## src/rtl/mem_access_pkg.sv

```systemverilog
// Shared types and constants for the memory-access stage and its lane aligner.
package mem_access_pkg;

    typedef logic [63:0] u64;
    typedef logic [7:0]  u8;
    typedef logic [4:0]  u5;

    // Encoding 3 is reserved and behaves like OP_NONE.
    typedef enum logic [1:0] {
        OP_NONE  = 2'd0,
        OP_LOAD  = 2'd1,
        OP_STORE = 2'd2,
        OP_RSVD  = 2'd3
    } mem_op_t;

    typedef enum logic [1:0] {
        SZ_B = 2'd0,
        SZ_H = 2'd1,
        SZ_W = 2'd2,
        SZ_D = 2'd3
    } mem_size_t;

    typedef enum logic [1:0] {
        ST_IDLE = 2'd0,
        ST_REQ  = 2'd1,
        ST_WAIT = 2'd2,
        ST_OUT  = 2'd3
    } state_t;

    // Byte-lane enable pattern for an aligned access of each size, packed B..D low to high.
    localparam logic [31:0] STROBE_BASE_TABLE = {8'hFF, 8'h0F, 8'h03, 8'h01};

    function automatic u8 strobe_base(input mem_size_t size);
        return STROBE_BASE_TABLE[{size, 3'b000} +: 8];
    endfunction

    // Low address bits that must be zero for a naturally aligned access.
    function automatic logic [2:0] size_mask(input mem_size_t size);
        case (size)
            SZ_B:    return 3'b000;
            SZ_H:    return 3'b001;
            SZ_W:    return 3'b011;
            default: return 3'b111;
        endcase
    endfunction

endpackage

```

## src/rtl/mem_access_align.sv

```systemverilog
// mem_align: combinational byte-lane logic for a 64-bit data bus.
// Produces the store strobe and shifted store data, and extracts/extends load data.
module mem_align
    import mem_access_pkg::*;
(
    input  logic [2:0] off,
    input  mem_size_t  size,
    input  logic       is_unsigned,
    input  u64         store_data,
    input  u64         load_raw,
    output u8          strobe,
    output u64         store_lanes,
    output u64         load_value
);

    logic [5:0] bit_shift;
    u64         shifted;
    u8          keep;
    logic       sign_bit;
    u8          fill_byte;

    assign bit_shift   = {off, 3'b000};
    // Lanes pushed past byte 7 fall off the top; misaligned accesses lose them.
    assign strobe      = strobe_base(size) << off;
    assign store_lanes = store_data << bit_shift;
    assign shifted     = load_raw >> bit_shift;
    // The aligned strobe pattern doubles as the "bytes kept" mask after the shift.
    assign keep        = strobe_base(size);

    // Pick the sign bit of the loaded element.
    always_comb begin
        sign_bit = shifted[63];
        case (size)
            SZ_B:    sign_bit = shifted[7];
            SZ_H:    sign_bit = shifted[15];
            SZ_W:    sign_bit = shifted[31];
            default: sign_bit = shifted[63];
        endcase
    end

    assign fill_byte = is_unsigned ? 8'h00 : {8{sign_bit}};

    generate
        for (genvar gi = 0; gi < 8; gi++) begin : g_lane
            assign load_value[8*gi +: 8] = keep[gi] ? shifted[8*gi +: 8] : fill_byte;
        end
    endgenerate

endmodule

```

## src/rtl/mem_access.sv

```systemverilog
// mem_access: memory stage after the execute ALU. Holds one instruction,
// runs a valid/ready bus transaction for loads/stores, and presents a
// registered writeback bundle. Optional macro MEM_MISALIGN_TRAP_EN adds
// out_misalign and turns misaligned accesses into a bus-less trap bundle.
module mem_access
    import mem_access_pkg::*;
#(
    parameter int ADDR_W = 64,
    parameter int DATA_W = 64
) (
    input  logic              clk,
    input  logic              rst_n,
    input  logic              in_valid,
    output logic              in_ready,
    input  logic [ADDR_W-1:0] alu_out,
    input  logic [DATA_W-1:0] store_data,
    input  logic [1:0]        mem_op,
    input  logic [1:0]        mem_size,
    input  logic              mem_unsigned,
    input  logic [4:0]        rd,
    input  logic              reg_write,
    output logic              dreq_valid,
    input  logic              dreq_ready,
    output logic [ADDR_W-1:0] dreq_addr,
    output logic              dreq_write,
    output logic [7:0]        dreq_strobe,
    output logic [DATA_W-1:0] dreq_data,
    input  logic              dresp_valid,
    input  logic [DATA_W-1:0] dresp_data,
    output logic              out_valid,
    input  logic              out_ready,
    output logic [DATA_W-1:0] out_data,
    output logic [4:0]        out_rd,
    output logic              out_reg_write
`ifdef MEM_MISALIGN_TRAP_EN
    ,
    output logic              out_misalign
`endif
);

    state_t    state_reg, state_next;
    mem_op_t   op_in, op_reg;
    mem_size_t size_in, size_reg;
    logic      uns_reg;
    logic [2:0] off_reg;
    u5         rd_reg;
    logic      reg_write_reg;

    logic [ADDR_W-1:0] dreq_addr_reg;
    logic              dreq_write_reg;
    u8                 dreq_strobe_reg;
    logic [DATA_W-1:0] dreq_data_reg;
    logic [DATA_W-1:0] out_data_reg;
    u5                 out_rd_reg;
    logic              out_reg_write_reg;

    logic       accept;
    logic       is_mem_in;
    logic       trap_in;
    logic       goes_to_bus;
    logic       resp_take;
    logic [2:0] align_off;
    mem_size_t  align_size;
    u8          align_strobe;
    u64         align_store;
    u64         align_load;

    assign op_in     = mem_op_t'(mem_op);
    assign size_in   = mem_size_t'(mem_size);
    assign is_mem_in = (op_in == OP_LOAD) || (op_in == OP_STORE);

`ifdef MEM_MISALIGN_TRAP_EN
    logic misalign_reg;
    assign trap_in = is_mem_in && ((alu_out[2:0] & size_mask(size_in)) != 3'b000);
`else
    assign trap_in = 1'b0;
`endif

    assign goes_to_bus = is_mem_in && !trap_in;

    // Held in reset the stage accepts nothing, even though the state reads IDLE.
    assign in_ready  = rst_n && ((state_reg == ST_IDLE) || ((state_reg == ST_OUT) && out_ready));
    assign accept    = in_valid && in_ready;
    assign resp_take = (state_reg == ST_WAIT) && dresp_valid;

    assign dreq_valid    = (state_reg == ST_REQ);
    assign out_valid     = (state_reg == ST_OUT);
    assign dreq_addr     = dreq_addr_reg;
    assign dreq_write    = dreq_write_reg;
    assign dreq_strobe   = dreq_strobe_reg;
    assign dreq_data     = dreq_data_reg;
    assign out_data      = out_data_reg;
    assign out_rd        = out_rd_reg;
    assign out_reg_write = out_reg_write_reg;

    // The aligner serves the incoming store on accept and the captured load in WAIT.
    assign align_off  = (state_reg == ST_WAIT) ? off_reg  : alu_out[2:0];
    assign align_size = (state_reg == ST_WAIT) ? size_reg : size_in;

    mem_align u_align (
        .off         (align_off),
        .size        (align_size),
        .is_unsigned (uns_reg),
        .store_data  (store_data),
        .load_raw    (dresp_data),
        .strobe      (align_strobe),
        .store_lanes (align_store),
        .load_value  (align_load)
    );

    // State register; asynchronous reset aborts any transaction in flight.
    always_ff @(posedge clk or negedge rst_n) begin
        if (!rst_n) state_reg <= ST_IDLE;
        else        state_reg <= state_next;
    end

    // Next-state logic.
    always_comb begin
        state_next = state_reg;
        case (state_reg)
            ST_IDLE: if (accept) state_next = goes_to_bus ? ST_REQ : ST_OUT;
            ST_REQ:  if (dreq_ready) state_next = ST_WAIT;
            ST_WAIT: if (dresp_valid) state_next = ST_OUT;
            ST_OUT: begin
                if (out_ready) begin
                    if (accept) state_next = goes_to_bus ? ST_REQ : ST_OUT;
                    else        state_next = ST_IDLE;
                end
            end
            default: state_next = ST_IDLE;
        endcase
    end

    // Instruction capture, bus request fields and writeback bundle.
    always_ff @(posedge clk or negedge rst_n) begin
        if (!rst_n) begin
            op_reg            <= OP_NONE;
            size_reg          <= SZ_B;
            uns_reg           <= 1'b0;
            off_reg           <= 3'b000;
            rd_reg            <= '0;
            reg_write_reg     <= 1'b0;
            dreq_addr_reg     <= '0;
            dreq_write_reg    <= 1'b0;
            dreq_strobe_reg   <= '0;
            dreq_data_reg     <= '0;
            out_data_reg      <= '0;
            out_rd_reg        <= '0;
            out_reg_write_reg <= 1'b0;
        end else begin
            if (accept) begin
                op_reg        <= op_in;
                size_reg      <= size_in;
                uns_reg       <= mem_unsigned;
                off_reg       <= alu_out[2:0];
                rd_reg        <= rd;
                reg_write_reg <= reg_write;
                if (goes_to_bus) begin
                    dreq_addr_reg   <= alu_out;
                    dreq_write_reg  <= (op_in == OP_STORE);
                    dreq_strobe_reg <= align_strobe;
                    dreq_data_reg   <= align_store;
                end else begin
                    // Pass-through result, or the faulting address for a trapped access.
                    out_data_reg      <= alu_out;
                    out_rd_reg        <= rd;
                    out_reg_write_reg <= reg_write && !trap_in;
                end
            end
            if (resp_take) begin
                out_data_reg      <= (op_reg == OP_STORE) ? '0 : align_load;
                out_rd_reg        <= rd_reg;
                out_reg_write_reg <= (op_reg == OP_STORE) ? 1'b0 : reg_write_reg;
            end
        end
    end

`ifdef MEM_MISALIGN_TRAP_EN
    // Misalignment flag travels with the bundle; bus completions always clear it.
    always_ff @(posedge clk or negedge rst_n) begin
        if (!rst_n)         misalign_reg <= 1'b0;
        else if (accept)    misalign_reg <= trap_in;
        else if (resp_take) misalign_reg <= 1'b0;
    end
    assign out_misalign = misalign_reg;
`endif

endmodule

```

## config.mk

```make
export PLATFORM = sky130hd
export DESIGN_NAME = mem_access
export DESIGN_NICKNAME = d
export VERILOG_FILES = /design/src/rtl/mem_access_pkg.sv /design/src/rtl/mem_access_align.sv /design/src/rtl/mem_access.sv
export SDC_FILE = /design/constraint.sdc
export NUM_CORES = 1
export LEC_CHECK = 0
export CORE_UTILIZATION = 42
export CTS_BUF_LIST = sky130_fd_sc_hd__clkbuf_4 sky130_fd_sc_hd__clkbuf_8 sky130_fd_sc_hd__clkbuf_16
export CTS_CLUSTER_DIAMETER = 80
export DETAILED_ROUTE_END_ITERATION = 10
export MAX_ROUTING_LAYER = met4
export PLACE_DENSITY = 0.78
export SLEW_MARGIN = 20
export SYNTH_ARGS = -nofsm -noshare
export SYNTH_HDL_FRONTEND = slang
export SYNTH_SLANG_ARGS = --single-unit
```

## constraint.sdc

```tcl
create_clock -name clk -period 2.2 [get_ports clk]
set_input_delay 0.22 -clock clk [delete_from_list [all_inputs] [get_ports clk]]
set_output_delay 0.22 -clock clk [all_outputs]
set_load 0.01 [all_outputs]
```

==> impl_metrics.tcl <==
set metrics [dict create \
    yosys.area_share.xor_xnor_pct 0 \
    grt-ovfl-total 0 \
    final_cell_area_um2 21610 \
    layout_commonest_cell "clkdlybuf4s50_1" \
    ios 419 \
    placed_area_um2 18630 \
    drc_errors 0 \
    place_hpwl_um 41230 \
    slew_violations 0 \
    area_delta_synth_final_pct 74.02 \
    worstHoldEndpoint "out_rd[1]" \
    setup_viol 118 \
    synth_seq_cells 223 \
    drive_gt1_share_pct 30.45 \
    grt_pass1_wl_um 83150 \
    drt_iter0_markers 1616 \
    synthArstFlopShare_pct 100.0 \
    cts.sinks 223 \
    synthTopCellsByArea "dfrtp_1, mux2i_1, nand2_1" \
    maxCapViolations 0 \
    grt_max_degree 121 \
    synth_top_area_cell "dfrtp_1" \
    crit_arrival_ns 3.02 \
    critPathLaunchType "flip-flop" \
    cellInternalPower_uw 18990 \
    worstMarginPinSlew_ns 0.8370 \
    cts.clk_slew.worst_paths_ns 0.06 \
    core.rowCount 62 \
    setup_slack_ns -0.3995 \
    syn-num-nets 1536 \
    die_h_um 174.0 \
    skew_ns 0.01330 \
    ys_warn_count 0 \
    failed_checks "setup timing" \
    cpPeakStageDelay_ns 0.40 \
    crit_family "buffers and inverters" \
    synth_top_family_by_area "compound AO/OA/AOI/OAI gates" \
    crit_buf_inv 6 \
    clkPwrFrac_pct 13.8 \
    clock_latency_ns 0.55 \
    rr_worst_depth 12 \
    p_per_area_nw_per_um2 1472 \
    muxShareOfSynthArea_pct 17.25 \
    synth_area_per_cell_um2 9.365 \
    grt_use_total_pct 36.86 \
    switchingPower_uw 12820 \
    finalHoldViolCount 0 \
    most-common-layout-cells "clkdlybuf4s50_1, nand2_1, dfrtp_1" \
    synthesis.area_um2 12420 \
    min_from "rd[1]" \
    p_seq_share_pct 22.8 \
    port_buffers 418 \
    crit_type "flip-flop to flip-flop" \
    power_frac_comb_pct 63.4 \
    die_w_um 174.0 \
    synthAdderAreaFrac_pct 0.1008 \
    worst_r2r_startpoint "state_reg[0]" \
    worstPathMaxFanout 8 \
    synthFlopType "dfrtp_1" \
    fillers 1939 \
    cts_max_level 1 \
    die-area_um2 30260 \
    ctsLongestPathBuffers 3 \
    via_count 14356 \
    reg2reg_to "dreq_data[36]" \
    slew_headroom_pct 44.20 \
    crit_slowest_cell "dfrtp_1" \
    endpoint_kind "flip-flop" \
    yosysTopAreaCellShare_pct 44.94 \
    yosys.area_share.simple_pct 13.83 \
    vias_per_cell 6.143 \
    fin_nets 2145 \
    cts_tree "yes" \
    antenna_found_initial 2 \
    required_ns 2.62 \
    yosysUniqueCellTypes 63 \
    routed_wl_um 61740 \
    worstPathCellList "nor2b_4 -> buf_12 -> mux2i_4 -> buf_12 -> clkbuf_16 -> buf_16 -> buf_16 -> buf_6 -> mux2i_4 -> nand2_1 -> a31oi_2 -> o21ai_1" \
    min_path_cells 3 \
    min_period_ns 2.600 \
    yosysSeqAreaShare_pct 44.94 \
    cts-root-buf "clkbuf_16" \
    finalCritPeriodShare_pct 118.2 \
    core-area_um2 28860 \
    wl_per_cell_um 26.42 \
    r2r_slack_ns -0.40 \
    grt_pass1_vias 13897 \
    synthCells 1326 \
    power.leakage_uw 0.009356 \
    start_util_pct 43.03 \
    sw_frac_of_total_pct 40.29 \
    status "finished with violations" \
    peakVddDrop_v 0.001059 \
    rsz0062_at_grt "yes" \
    cts_buffers 26 \
    synth_compound_area_share_pct 19.95 \
    antenna_left 0 \
    place_congestion 1.004 \
    synth_edf_count 0 \
    firstDrtPassIters 8 \
    p_total_uw 31810 \
    hold_class "input pin to flip-flop" \
    achievable-frequency_mhz 384.7 \
]
## cell usage after synthesis, drive strengths merged (16+ instances only)
cell and instances:
a211oi 18, a21oi 76, a22o 24, a31oi 54, and3 40, buf 32
clkbuf 74, dfrtp 223, mux2 76, mux2i 126, nand2 254, nor2 68
o21ai 112, o22ai 42, o2bb2ai 16
## stage by stage
stage                     setup TNS (ns)  hold WS (ns)  cells  setup WS [ns]  utilization [%]
after floorplan                   -1.861      -0.07559   1326       -0.07412                -
after global placement            -25.67        0.3304   2242        -0.3744            64.55
after detailed placement          -27.30        0.3346   2242        -0.3694            64.55
after CTS                         -18.22        0.2647   2304        -0.2827            69.84
after global routing              -34.81        0.2896   2337        -0.4519            74.89
final                             -25.69        0.2735   2337        -0.3995            74.89
## cells by family after synthesis
logic type	count (synthesis)
multiplexers	202
adder cells (fa/ha/maj)	1
AO/OA/AOI/OAI	389
buffers and inverters	113
AND/OR/NAND/NOR	398
flip-flops	223
## per-layer routing
metal,share of wire (%),GRT usage (%),vias to the layer above
li1,-,-,6067
met1,36,43.62,6966
met2,49,62.00,1062
met3,8.8,5.840,261
met4,6.0,16.12,0
met5,0,-,-
## repair_timing
item | in CTS | in global routing
hold buffers | 1 | 0
setup endpoints to repair | 124 | 193
setup buffers | 15 | 19
resized for setup | 126 | 220
pin swaps | 24 | 87
cloned | 3 | 16
endpoints found under the hold margin | 40 | 0
## power by group through the flow
stage	Combinational, µW	Clock (µW)	Sequential, µW
2_1_floorplan	6720	0	7760
3_3_place_gp	16000	0	7130
3_5_place_dp	16200	0	7190
4_1_cts	17500	4370	7180
5_1_grt	21000	4540	7420
6_report	20200	4380	7260
## worst max-delay path by stage
stage                    end  slack [ns]         start  cells after the start
2_1_floorplan   out_data[35]       -0.07  state_reg[0]                      9
3_3_place_gp    out_data[17]       -0.37    alu_out[0]                     11
3_5_place_dp    out_data[17]       -0.37    alu_out[0]                     11
4_1_cts         out_data[23]       -0.28  state_reg[0]                     11
5_1_grt        dreq_data[44]       -0.45  state_reg[0]                     12
6_report       dreq_data[36]       -0.40  state_reg[0]                     12
## tightest hold or removal path, cell delays in order
cell and delay, ns:
clkdlybuf4s50_1 0.42, nand2_1 0.06, a31oi_1 0.07
## final cells by class
type / instances / area, µm² / area share (%)
inverters: 7 / 26.28 / 0.1216
diodes: 2 / 5.005 / 0.02316
multi-input cells: 990 / 7655 / 35.42
flip-flops and latches: 223 / 5580 / 25.82
clock buffers: 36 / 774.5 / 3.584
repair buffers: 687 / 7022 / 32.49
well taps: 384 / 480.5 / 2.223
clock inverters: 8 / 67.56 / 0.3126
Power figures use the tool's default switching activity.
